`config.mk`:
```
export PLATFORM = sky130hd
export DESIGN_NAME = another_struct_builder
export DESIGN_NICKNAME = d
export VERILOG_FILES = /design/src/rtl/another_struct_builder.sv
export SDC_FILE = /design/constraint.sdc
export NUM_CORES = 1
export LEC_CHECK = 0
export BUFFER_PORTS_ARGS = -buffer_cell sky130_fd_sc_hd__buf_2
export CORE_ASPECT_RATIO = 0.5
export CORE_MARGIN = 2
export CORE_UTILIZATION = 40
export CTS_CLUSTER_DIAMETER = 200
export DETAILED_ROUTE_END_ITERATION = 12
export PLACE_DENSITY = 0.6
export SYNTH_ARGS = -nofsm -noshare
export SYNTH_HDL_FRONTEND = slang
export SYNTH_SLANG_ARGS = --single-unit
export TNS_END_PERCENT = 1
```
`constraint.sdc`:
```
create_clock -name clk -period 11.3 [get_ports clk]
set_input_delay 3.39 -clock clk [delete_from_list [all_inputs] [get_ports clk]]
set_output_delay 3.39 -clock clk [all_outputs]
set_load 0.01 [all_outputs]
```
`src/rtl/another_struct_builder.sv`:
```
// another_struct_builder: folds DONE-terminated hero-bus bursts into another_struct records
// and queues them in a small output FIFO drained through a valid/ready port.
// Optional build macro: ANOTHER_STRUCT_BUILDER_TIMEOUT_EN adds an idle timeout that
// force-closes an open record with fieldc=IDLE after TIMEOUT_CYC quiet cycles.

package test_pkg_a;
    localparam int HERO_WIDTH = 16;

    typedef enum logic [1:0] {
        IDLE  = 2'd0,
        VALID = 2'd1,
        DONE  = 2'd2
    } CYCLE_TYPE_E;

    typedef struct packed {
        logic        wr_en;
        logic [3:0]  byte_en;
        logic [10:0] addr;
    } hero_write;
endpackage

package test_pkg_b;
    localparam int NEW_PARAM = 5;

    typedef struct packed {
        logic [test_pkg_a::HERO_WIDTH-1:0] fielda;
        test_pkg_a::hero_write             fieldb;
        test_pkg_a::CYCLE_TYPE_E           fieldc;
        logic [NEW_PARAM-1:0]              fieldd;
    } another_struct;
endpackage

module another_struct_builder #(
    parameter int FIFO_DEPTH = 4
`ifdef ANOTHER_STRUCT_BUILDER_TIMEOUT_EN
    ,
    parameter int TIMEOUT_CYC = 64
`endif
) (
    input  logic                                  clk,
    input  logic                                  rst,
    input  logic                                  in_valid,
    output logic                                  in_ready,
    input  test_pkg_a::CYCLE_TYPE_E               in_cycle,
    input  logic [test_pkg_a::HERO_WIDTH-1:0]     in_data,
    input  test_pkg_a::hero_write                 in_write,
    output logic                                  out_valid,
    input  logic                                  out_ready,
    output test_pkg_b::another_struct             out_rec,
    output logic [$clog2(FIFO_DEPTH):0]           rec_cnt
);
    localparam int PTR_W = $clog2(FIFO_DEPTH);
    localparam int CNT_W = PTR_W + 1;
    localparam int NP    = test_pkg_b::NEW_PARAM;
    localparam int DW    = test_pkg_a::HERO_WIDTH;
    localparam logic [CNT_W-1:0] DEPTH_C = CNT_W'(FIFO_DEPTH);
    localparam logic [NP-1:0]    SAT_C   = NP'(31);

    typedef enum logic {
        EMPTY = 1'b0,
        OPEN  = 1'b1
    } state_t;

    state_t                    state;
    state_t                    state_next;
    logic [DW-1:0]             acc_a;
    logic [DW-1:0]             acc_a_next;
    test_pkg_a::hero_write     acc_b;
    test_pkg_a::hero_write     acc_b_next;
    logic [NP-1:0]             acc_d;
    logic [NP-1:0]             acc_d_next;

    logic                      beat;
    logic                      counted;
    logic                      push;
    logic                      pop;
    test_pkg_b::another_struct push_rec;
    logic                      timeout_hit;

    test_pkg_b::another_struct mem [FIFO_DEPTH];
    logic [PTR_W-1:0]          wr_ptr;
    logic [PTR_W-1:0]          rd_ptr;
    logic [CNT_W-1:0]          cnt;
    logic [CNT_W-1:0]          cnt_next;
    logic                      ready_q;

    assign beat      = in_valid & ready_q;
    assign counted   = beat & ((in_cycle == test_pkg_a::VALID) || (in_cycle == test_pkg_a::DONE));
    assign out_valid = (cnt != '0);
    assign pop       = out_valid & out_ready;
    assign in_ready  = ready_q;
    assign rec_cnt   = cnt;
    assign out_rec   = out_valid ? mem[rd_ptr] : '0;

`ifdef ANOTHER_STRUCT_BUILDER_TIMEOUT_EN
    localparam int TMR_W = (TIMEOUT_CYC > 2) ? $clog2(TIMEOUT_CYC) : 1;
    logic [TMR_W-1:0] tmr;

    assign timeout_hit = (state == OPEN) && !beat && (tmr == TMR_W'(TIMEOUT_CYC - 1));

    // Idle timer: counts quiet cycles while a record is open, holds at the limit while full.
    always_ff @(posedge clk or posedge rst) begin
        if (rst) begin
            tmr <= '0;
        end else if (beat || state_next == EMPTY) begin
            tmr <= '0;
        end else if (state == OPEN && !timeout_hit) begin
            tmr <= tmr + TMR_W'(1);
        end
    end
`else
    assign timeout_hit = 1'b0;
`endif

    // Next-state and accumulator update; builds the record to push when a burst closes.
    always_comb begin
        state_next = state;
        acc_a_next = acc_a;
        acc_b_next = acc_b;
        acc_d_next = acc_d;
        push       = 1'b0;
        push_rec   = '0;

        if (counted) begin
            if (state == EMPTY) begin
                acc_a_next = in_data;
                acc_b_next = in_write;
                acc_d_next = NP'(1);
            end else begin
                acc_a_next = acc_a ^ in_data;
                acc_d_next = acc_d + NP'(1);
            end
            state_next = OPEN;
            push_rec.fielda = acc_a_next;
            push_rec.fieldb = acc_b_next;
            push_rec.fieldd = acc_d_next;
            if (in_cycle == test_pkg_a::DONE) begin
                push            = 1'b1;
                push_rec.fieldc = test_pkg_a::DONE;
                state_next      = EMPTY;
            end else if (acc_d_next == SAT_C) begin
                push            = 1'b1;
                push_rec.fieldc = test_pkg_a::VALID;
                state_next      = EMPTY;
            end
        end else if (timeout_hit && ready_q) begin
            push            = 1'b1;
            push_rec.fielda = acc_a;
            push_rec.fieldb = acc_b;
            push_rec.fieldd = acc_d;
            push_rec.fieldc = test_pkg_a::IDLE;
            state_next      = EMPTY;
        end
    end

    // State and accumulator registers; reset drops any partially built record.
    always_ff @(posedge clk or posedge rst) begin
        if (rst) begin
            state <= EMPTY;
            acc_a <= '0;
            acc_b <= '0;
            acc_d <= '0;
        end else begin
            state <= state_next;
            acc_a <= acc_a_next;
            acc_b <= acc_b_next;
            acc_d <= acc_d_next;
        end
    end

    // Occupancy after this cycle's push/pop; a simultaneous push and pop leaves it unchanged.
    always_comb begin
        cnt_next = cnt;
        unique case ({push, pop})
            2'b10:   cnt_next = cnt + CNT_W'(1);
            2'b01:   cnt_next = cnt - CNT_W'(1);
            default: cnt_next = cnt;
        endcase
    end

    // Record FIFO storage and pointers; pointers wrap naturally at the power-of-2 depth.
    always_ff @(posedge clk or posedge rst) begin
        if (rst) begin
            wr_ptr <= '0;
            rd_ptr <= '0;
            cnt    <= '0;
            for (int i = 0; i < FIFO_DEPTH; i++) begin
                mem[i] <= '0;
            end
        end else begin
            if (push) begin
                mem[wr_ptr] <= push_rec;
                wr_ptr      <= wr_ptr + PTR_W'(1);
            end
            if (pop) begin
                rd_ptr <= rd_ptr + PTR_W'(1);
            end
            cnt <= cnt_next;
        end
    end

    // Registered not-full flag; computed from the next count so a full FIFO never overflows.
    always_ff @(posedge clk or posedge rst) begin
        if (rst) begin
            ready_q <= 1'b0;
        end else begin
            ready_q <= (cnt_next < DEPTH_C);
        end
    end

endmodule

```
# Word level (Yosys, flattened, before mapping)
# Index checks and enable logic that the tools add are counted.
# W data, S select, Z words.
# totals
input_bits,38
regBits,202
wordCells,77
output_inout_bits,44
# classes
magnitude_cmp,4
eq_ne,5
mux,20
n_bitwise,6
n_addsub,5
reduce_logical,3
# op_table
op,n
$mux W39,5
$bwmux W156,1
$bmux W39 S2,1
$demux W39 S2,1
$mux W16,2
$xor A16 B16 Y16,1
$mux W5,2
$ge A3 B3 Y1 const B,2
$mux W1,6
$not A2 Y3,2
$pmux W3 S2,1
$add A5 B1 Y5 const B,1
$eq A5 B5 Y1 const B,1
$add A2 B1 Y2 const B,2
$eq A2 B1 Y1 const B,2
$eq A2 B2 Y1 const B,2
$add A3 B1 Y3 const B,1
$and A1 B1 Y1,3
$lt A3 B1 Y1 const B,1
$lt A3 B3 Y1 const B,1
$reduce_bool A3 Y1,1
$sub A3 B1 Y3 const B,1
$mux W2,1
$logic_and A1 B1 Y1,1
$logic_or A1 B1 Y1,1

# Longest topological paths before layout
# Gate-level depths: netlist (run 1).
# logic_depth
depth_word,11
ltp_mapped,12
ltp_nobuf,11

# Worst setup path before layout (run 1)
# Ideal clock, no wire load.
# synth_path
path_kind,in2reg
from,in in_cycle[0]
to,"reg ready_q, in the netlist in_ready"
required_ns,11.179
path_slack_ns,5.712
path_stages,11
setup_time_ns,0.121
n_path_buf,0
t_arrival_ns,5.468
cell_sequence,inv_1 -> ha_1 -> nand3b_1 -> nor2_1 -> inv_1 -> ha_1 -> fa_1 -> xnor2_1 -> nor2_1 -> xor2_1 -> inv_1
# synth_between
elab_chain_cells,7
word_cells_on_any_way,10
cone_classes,order compare: 1; eq/ne: 4; mux: 3; bitwise: 1; reduce/logical: 1
# synth_lines
element,line,rtl
start: declaration,44,"input test_pkg_a::CYCLE_TYPE_E in_cycle,"
$eq A2 B1 Y1 or $eq A2 B2 Y1 (tied branches),"88, 137",
$logic_or A1 B1 Y1,88,assign counted = beat & ((in_cycle == test_pkg_a::VALID) || (in_cycle == test_pkg_a::DONE));
$and A1 B1 Y1,88,
$mux W1 *,124,if (counted) begin
$eq A2 B1 Y1 or $eq A2 B2 Y1 (tied branches),174,"unique case ({push, pop})"
$pmux W3 S2 *,174,
$lt A3 B3 Y1 *,207,ready_q <= (cnt_next < DEPTH_C);
end signal: assignment,207,
end: declaration,85,logic ready_q;
# Mark *: on every way between the ends. The rest lies on a longest branch, timed or not.
# A chain may end at the register's enable or synchronous reset.

==> impl_metrics.ini, run 1 <==
[outcome]
status = complete, no violations

[synthesis]
synth_cell_type_count = 40
syn_area_um2 = 9434
synthFlopType = dfrtp_1
yosysTopAreaCellShare = 0.5358
synth-compound-area-share = 0.1760
ys_seq_elements = 202
yosysWarnings = 0
syn_inst = 799
ys_top_cells_by_area = dfrtp_1 (54%), mux4_2 (9.3%), o21ai_0 (9.1%)
synthArstFlopShare = 1.000
synth.area.mux_share = 0.1137
synthSimpleGateAreaFrac = 0.09788
synth-edff-count = 0
syn_avg_cell_area_um2 = 11.81
yosys.area.top_type = dfrtp_1
synth_xor_area_frac = 0.02401
syn-num-nets = 845
synth_seq_area_share = 0.5358
synth-adder-area-share = 0.01141
synth_top_family_by_area = compound AO/OA/AOI/OAI gates

[sta]
period_share = 0.5446
setup_viol_count_final = 0
skew_ps = 8.290
period_needed_ps = 6154
fmax_mhz = 162.5
finalHoldViolations = 0
slew_viol_final = 0
slew_headroom = 0.2531
rsz0062_at_grt = no
setup_tns_ps = 0
tightest_slew_ps = 1120

[die]
std_cell_rows = 39
die-area_um2 = 24900
io_pins = 82
core_um2 = 22980
start_util = 0.4105
die_h_um = 112.6
die_x_um = 221.2

[job]
cap_violations = 0

[power_and_ir_drop]
p_sw_frac = 0.3593
power.density_nw_per_um2 = 290.3
power_frac_seq = 0.394
peakVddDrop_mv = 0.09040
pwr-share-comb = 0.378
internal_power_w = 0.001990
switching_power_w = 0.001116
pwr-share-clk = 0.228
p_leak_nw = 5.013

[clock_network]
clock_path_buffers = 3
numCtsBuffers = 20
clk_latency_ps = 500
cts_root_buf = clkbuf_16
cts.sinks = 202
clk_pin_slew_worst_paths_ps = 70
cts_resized = 0
cts_tree = yes
cts_hold_buffers = 0
ctsHtreeMaxLevel = 1
post-cts-setup-buffer-count = 0

[grt]
grt_pass1_wl_um = 38250
grt_overflow = 0
grt_usage = 0.1912
antenna_found_initial = 0
grt_pass1_vias = 6870
grt_start_max_net_pins = 135

[finish]
fin_area_um2 = 10700
drive_above_1_share = 0.2238
area_delta_synth_final_pct = 13.42
seq_area_um2 = 5056
multi_input_area_um2 = 3999
nets = 890
nFillCells = 2054
diodes = 0

[detailed_routing]
route.antenna.remaining_nets = 0
detail_route.wl_per_cell_um = 19.79
vias = 6479
route.detailed.drc = 0
routed_wl_um = 23050
drtIter0Drc = 456
vias_per_cell = 5.561
drt_pass1_iterations = 5

[placed_design]
place_hpwl_um = 13580
gp_congestion = 0.7637
placed_area_um2 = 9998
portBuffers = 81

[setup_path]
rr_worst_depth = 6
slowest_delay_ps = 810
slowest_stage = dfrtp_2
criticalPathCategory = reg2out
critPathLaunchType = flip-flop
path_cells = buf_4, mux4_2, and2_1, buf_2
worst-endpoint-required_ps = 7910
worstPathArrival_ps = 2760
crit_fanout = 23
critPathCaptureType = output pin

[worst_hold_path]
hold_path.class = reg2reg
hold_depth = 2
==> critical path: cells and delay by family, from the launching register on <==
kind,cells,cell delay [ps]
flops,1,810
buf+inv,2,670
mux,1,600
simple gates,1,170
==> area by class of cell <==
cell class | count | share of cell area
flip-flops and latches | 202 | 0.4725
multi-input cells | 512 | 0.3737
clock buffers | 29 | 0.05659
repair buffers | 93 | 0.04630
well taps | 307 | 0.03590
clock inverters | 7 | 0.009004
inverters | 15 | 0.005963
==> final timing paths <==
kind	to	slack, ps	from
setup / recovery	out_rec[36]	5150	rd_ptr[0]
hold / removal	acc_a[8]	480	acc_a[8]
setup reg to reg	mem[149]	7960	acc_d[0]
hold reg to reg	acc_a[8]	480	acc_a[8]
max in group asynchronous	rd_ptr[1]	6770	rst
min in group asynchronous	acc_b[8]	3090	rst
==> power by group through the flow <==
stage / Combinational (W) / Sequential [W] / Clock [W]
after CTS: 0.00120 / 0.00122 / 0.000721
after floorplan: 0.000888 / 0.00116 / 0
after global routing: 0.00131 / 0.00127 / 0.000750
final: 0.00117 / 0.00122 / 0.000709
after detailed placement: 0.00119 / 0.00123 / 0
after global placement: 0.00117 / 0.00122 / 0
==> registers in the layout, summed over array words and instances (netlist names), named ones only <==
register / count
mem: 156
acc_a: 16
acc_b: 16
acc_d: 5
rd_ptr: 2
rec_cnt: 2
wr_ptr: 2
in_ready: 1
state: 1
==> cells in the final DEF (no fill, tap or decap), types with 15 or more instances in the layout <==
cell type / synthesis / final
and2_1: 41 / 41
a22o_1: 73 / 73
nand2_1: 65 / 65
mux2i_1: 16 / 16
buf_2: 22 / 81
dfrtp_1: 202 / 201
clkbuf_16: 0 / 21
xor2_1: 19 / 19
mux4_2: 39 / 39
o21ai_0: 172 / 172
nor3_4: 15 / 15
==> metrics by stage <==
step	util	hold WS [ps]	total power [W]	setup WS (ps)	std cells
3_3_place_gp	0.4350	462.0	0.002390	5066	1129
4_1_cts	0.4656	484.3	0.003141	5047	1165
5_1_grt	0.4656	502.2	0.003322	4922	1165
2_1_floorplan	-	449.6	0.002051	2399	799
3_5_place_dp	0.4350	470.5	0.002424	4989	1129
6_report	0.4656	478.0	0.003107	5146	1165
==> Yosys cell counts, drive strengths merged (2+ instances only) <==
library cell,n
ha,7
nand3,8
a21oi,3
a22o,73
clkbuf,40
dfrtp,202
o2bb2ai,3
xnor2,5
o21ai,172
xor2,20
or2,4
mux2,3
buf,30
and3,2
mux2i,16
and3b,2
nor2,11
nand2,65
a22oi,4
mux4,39
inv,15
nor3,19
o21a,4
a31oi,4
and2,41
==> cell families (layout without fill, tap and decap cells) <==
| logic type | after synthesis | after routing |
|---|---|---|
| fa+ha+maj | 8 | 8 |
| xor+xnor | 25 | 25 |
| flops | 202 | 202 |
| simple gates | 155 | 155 |
| mux | 58 | 58 |
| compound gates | 266 | 266 |
| buf+inv | 85 | 144 |
==> layer usage <==
layer	share of wire	track usage	up-vias	wire [um]
met1	0.49	0.2794	3339	11220
met4	0.016	0.03893	0	371
met5	0	0	-	0
met3	0.033	0.02723	29	763
li1	-	-	2995	-
met2	0.46	0.3071	116	10690
Power figures use the tool's default switching activity.
==> run 2, diff against run 1 <==
Clock period 11.3 ns to 6.3 ns, I/O delays scaled along.
==> run 2 against run 1 <==
Net effect:
- hold slack better by 2.8 ps
- via count is 1.3% higher
- clock power is 69% higher
- sequential cell count stayed put
- sequential power is 81% higher
- first-iteration DRC count is 4.6% higher
- design area hardly changed
- die area stayed put
- critical path depth stayed put
- setup slack worse by 3500 ps
- core utilization hardly changed
- highest routed layer unchanged
- power is 77% higher
==> impl_metrics.ini, run 2 (synthesis gave the netlist of run 1 again) <==
[die]
die_x_um = 221.2
die-area_um2 = 24900
io_pins = 82
std_cell_rows = 39
start_util = 0.4105
die_h_um = 112.6
core_um2 = 22980

[clock_network]
cts_root_buf = clkbuf_16
cts_hold_buffers = 0
cts_tree = yes
clock_path_buffers = 3
cts_resized = 0
clk_pin_slew_worst_paths_ps = 60
cts.sinks = 202
clk_latency_ps = 490
ctsHtreeMaxLevel = 1
numCtsBuffers = 20
post-cts-setup-buffer-count = 0

[detailed_routing]
detail_route.wl_per_cell_um = 19.68
vias_per_cell = 5.609
route.antenna.remaining_nets = 0
vias = 6563
drt_pass1_iterations = 5
routed_wl_um = 23020
drtIter0Drc = 477
route.detailed.drc = 0

[sta]
rsz0062_at_grt = no
slew_viol_final = 0
finalHoldViolations = 0
fmax_mhz = 216.4
setup_viol_count_final = 0
period_needed_ps = 4622
tightest_slew_ps = 1009
fin_ws_ps = 1678
skew_ps = 11.34
holdWs_ps = 480.8
slew_headroom = 0.3275
setup_tns_ps = 0
period_share = 0.7336

[power_and_ir_drop]
pwr-share-clk = 0.217
power.density_nw_per_um2 = 514.2
power_frac_seq = 0.402
total_power_w = 0.005502
switching_power_w = 0.001979
pwr-share-comb = 0.381
peakVddDrop_mv = 0.2070
p_sw_frac = 0.3597
internal_power_w = 0.003523
p_leak_nw = 5.005

[finish]
nets = 896
nFillCells = 2092
drive_above_1_share = 0.2225
top_regs = mem (156), acc_a (16), acc_b (16)
largest_register_ffs = 156
area_delta_synth_final_pct = 13.43
mostFrequentLayoutCells = dfrtp_1 (201), o21ai_0 (172), buf_2 (81)
largest_register = mem
final_common_cell = dfrtp_1
diodes = 0

[placed_design]
gp_congestion = 0.7867
place_hpwl_um = 13690
portBuffers = 81
place_ws_ps = 1950

[setup_path]
crit_fanout = 26
critPathBufInv = 2
critPathLaunchType = flip-flop
slowest_delay_ps = 710
criticalPathCategory = reg2out
cp_num_cells = 4
worstPathArrival_ps = 2730
rr_worst_depth = 11
reg2reg_from = state
slowest_stage = dfrtp_2
crit_family = buffers and inverters
critPathCaptureType = output pin
critPathLaunch = rd_ptr[0]
path_cells = buf_4, mux4_2, and2_1, buf_2
worst-endpoint-required_ps = 4410

[grt]
grt_overflow = 0
grt_pass1_vias = 6927
antenna_found_initial = 0
grt_start_max_net_pins = 99
grt_pass1_wl_um = 38360
grt_usage = 0.1931

[job]
cap_violations = 0

[worst_hold_path]
hold_depth = 2
hold_path.class = reg2reg
hp-start = acc_a[10]

[outcome]
status = complete, no violations
[run 2: changes by cell type in the layout (fill, tap and decap cells not counted), sizes merged]
cell      delta
clkinvlp     +1
bufinv       -1
clkinv       -5
clkbuf       +4
buf          +6
[run 2: power groups by stage]
stage / Sequential [W] / Combinational, W / Clock, W
2_1_floorplan: 0.00209 / 0.00159 / 0
3_3_place_gp: 0.00220 / 0.00208 / 0
3_5_place_dp: 0.00222 / 0.00213 / 0
4_1_cts: 0.00221 / 0.00213 / 0.00122
5_1_grt: 0.00229 / 0.00234 / 0.00128
6_report: 0.00221 / 0.00209 / 0.00120
[run 2: per-stage QoR]
stage          std cells    util  cell area (um2)
2_1_floorplan        799       -             9438
3_3_place_gp        1135  0.4374            10050
3_5_place_dp        1135  0.4374            10050
4_1_cts             1170  0.4656            10700
5_1_grt             1170  0.4656            10700
6_report            1170  0.4656            10700
[run 2: final timing paths]
kind | to | slack [ps]
min in group asynchronous | acc_b[7] | 1520
max | out_rec[19] | 1680
min reg2reg | acc_a[10] | 480
min | acc_a[10] | 480
max in group asynchronous | rd_ptr[0] | 3760
max reg2reg | in_ready | 3300
[run 2: routing by layer]
layer,vias to the layer above,wire length [um],global-route usage,share of wire
li1,2991,-,-,-
met1,3385,10580,0.2680,0.46
met2,147,11030,0.3219,0.48
met3,40,939,0.02853,0.041
met4,0,478,0.04877,0.021
met5,-,0,0,0
[run 2: cell type report]
type / instances / area, um2 / share of cell area
clock buffers: 33 / 610.6 / 0.05706
flip-flops and latches: 202 / 5056 / 0.4725
clock inverters: 2 / 38.79 / 0.003624
inverters: 15 / 60.06 / 0.005612
repair buffers: 99 / 553.0 / 0.05168
well taps: 307 / 384.1 / 0.03589
multi-input cells: 512 / 3999 / 0.3737
[run 2: worst min-delay path: cells and delay by family, from the launching register on]
kind | cells | cell delay, ps
AND/OR/NAND/NOR | 1 | 40
flip-flops | 1 | 340
AO/OA/AOI/OAI | 1 | 60
==> run 3, diff against run 2 <==
Settings changed: ABC_AREA set to 1.
Clock period 6.3 ns to 4.3 ns, I/O delays scaled along.
==> run 3 against run 2 <==
Net effect:
- final cell count grew 45%
- clock skew grew 2.4 ps
- die area grew 5.0%
- critical path type unchanged
- setup slack lost 1100 ps
==> impl_metrics.ini, run 3 <==
[outcome]
status = complete, no violations

[setup_path]
slowest_stage = buf_4
critPathCaptureType = output pin
criticalPathCategory = reg2out
slowest_delay_ps = 740
crit_fanout = 79
path_cells = buf_4, nor2_1, nor2_1, o21ai_0, a21oi_1, buf_2
critPathLaunchType = flip-flop
worstPathArrival_ps = 2440
crit_top_cell = nor2_1
worst-endpoint-required_ps = 3010

[finish]
mostFrequentLayoutCells = nand2_1 (399), dfrtp_1 (201), nor2_1 (183)
top_regs = mem (156), acc_a (16), acc_b (16)
nets = 1391
final_common_cell = nand2_1
seq_area_um2 = 5056
instances_no_fill = 1695
largest_register = mem
area_delta_synth_final_pct = 13.03
fin_util = 0.4640
drive_above_1_share = 0.1133
largest_register_ffs = 156
diodes = 0
nFillCells = 2430
multi_input_area_um2 = 4219

[power_and_ir_drop]
p_leak_nw = 5.977
power.density_nw_per_um2 = 641.8
peakVddDrop_mv = 0.4059

[clock_network]
clock_path_buffers = 3
cts_hold_buffers = 0
post-cts-setup-buffer-count = 0
cts_root_buf = clkbuf_16
clk_pin_slew_worst_paths_ps = 70
clk_latency_ps = 500
cts.sinks = 202
cts_tree = yes
numCtsBuffers = 20
cts_resized = 0
ctsHtreeMaxLevel = 1

[sta]
rsz0062_at_grt = no
setup_tns_ps = 0
period_needed_ps = 3735
finalHoldViolations = 0
setup_viol_count_final = 0
skew_ps = 13.74
slew_viol_final = 0
period_share = 0.8686
tightest_slew_ps = 1126
slew_headroom = 0.2492
fmax_mhz = 267.7

[die]
die_x_um = 226.7
start_util = 0.4105
die-area_um2 = 26160
io_pins = 82
std_cell_rows = 40
core_um2 = 24170
die_h_um = 115.4

[grt]
grt_usage = 0.2270
grt_pass1_wl_um = 46980
grt_start_max_net_pins = 153
grt_overflow = 0
antenna_found_initial = 0
grt_pass1_vias = 8816

[placed_design]
place_hpwl_um = 16730
portBuffers = 81
dp_cells = 1659
gp_congestion = 0.7694

[synthesis]
synth_seq_area_share = 0.5094
ys_top_cells_by_count = nand2_1 (399), dfrtp_1 (202), nor2_1 (183)
synthFlopType = dfrtp_1
yosysMostFrequentCell = nand2_1
syn-num-nets = 1355
syn_area_um2 = 9923
synth-edff-count = 0
yosysTopAreaCellShare = 0.5094
synth_cell_type_count = 29
ys_seq_elements = 202
ys_top_cells_by_area = dfrtp_1 (51%), nand2_1 (15%), nand3_1 (8.4%)
synthArstFlopShare = 1.000
syn_inst = 1309
syn_avg_cell_area_um2 = 7.581
yosysWarnings = 0
yosys.area.top_type = dfrtp_1

[job]
cap_violations = 0

[detailed_routing]
vias_per_cell = 5.219
drtIter0Drc = 785
vias = 8847
drt_pass1_iterations = 5
detail_route.wl_per_cell_um = 16.82
routed_wl_um = 28510
route.detailed.drc = 0
route.antenna.remaining_nets = 0

[worst_hold_path]
hold_path.class = reg2reg
==> run 3: cell types whose count changed after synthesis, moves of 12 or more <==
cell | previous run | this run
nand3_1 | 8 | 167
nand2_1 | 65 | 399
nor2_1 | 10 | 183
nor3_4 | 15 | 0
o21ai_0 | 172 | 123
inv_1 | 15 | 49
mux2i_1 | 16 | 0
a22o_1 | 73 | 0
mux4_2 | 39 | 0
and2_1 | 41 | 0
xor2_1 | 19 | 2
a21oi_1 | 3 | 58
buf_1 | 2 | 14
==> run 3: cells by family (layout without fill, tap and decap cells) <==
| kind of cell | Yosys count | count (layout) | synth area share |
|---|---|---|---|
| DFF | 202 | 202 | 0.5094 |
| muxes | 1 | 1 | 0.001135 |
| adders and majority gates | 8 | 8 | 0.01084 |
| and+or+nand+nor | 759 | 759 | 0.3117 |
| AOI/OAI and AO/OA | 192 | 192 | 0.09784 |
| buffers and inverters | 144 | 194 | 0.06645 |
| xor gates and xnor gates | 3 | 3 | 0.002648 |
==> run 3: metal layers <==
layer | wire [um] | up-vias | GRT usage
met5 | 0 | - | 0
met4 | 550 | 0 | 0.05307
met3 | 1344 | 36 | 0.02811
met2 | 13630 | 211 | 0.3904
met1 | 12980 | 4331 | 0.3088
li1 | - | 4269 | -
==> run 3: layout make-up <==
cell class / instances / area share
Multi-Input combinational cell: 963 / 0.3762
Clock inverter: 8 / 0.008032
Inverter: 51 / 0.01763
Sequential cell: 202 / 0.4508
Timing Repair Buffer: 107 / 0.05801
Tap cell: 336 / 0.03748
Clock buffer: 28 / 0.05187
==> run 3: power breakdown <==
group	switching, W	internal, W	total, W
combinational	0.00201	0.000905	0.00291
clock	0.000756	0.00107	0.00182
sequential	0.000223	0.00224	0.00246
==> run 3: final timing paths <==
check                      slack [ps]        from          to  cells past startpoint
min reg2reg                       460     mem[96]     mem[96]                      2
min                               460     mem[96]     mem[96]                      2
min in group asynchronous        1010         rst     mem[88]                      2
max                               570   rd_ptr[0]  out_rec[0]                      6
max in group asynchronous        2420         rst    acc_a[2]                      3
max reg2reg                      1690  rec_cnt[1]    in_ready                     11
==> run 3: critical path, delay by kind of cell, from the launching register on <==
kind | cells | cell delay (ps)
AO/OA/AOI/OAI | 2 | 400
AND/OR/NAND/NOR | 2 | 220
flip-flops | 1 | 360
buffers and inverters | 2 | 940
==> run 3: metrics by stage <==
stage / hold WS (ps) / total power, W / setup WS (ps) / area, um2
after floorplan: 436.6 / 0.004358 / 393.7 / 9927
after global placement: 447.7 / 0.005347 / 644.4 / 10540
after detailed placement: 453.1 / 0.005399 / 614.1 / 10540
after CTS: 468.9 / 0.007240 / 610.2 / 11220
after global routing: 482.4 / 0.007695 / 439.7 / 11220
final: 463.8 / 0.007198 / 565.0 / 11220
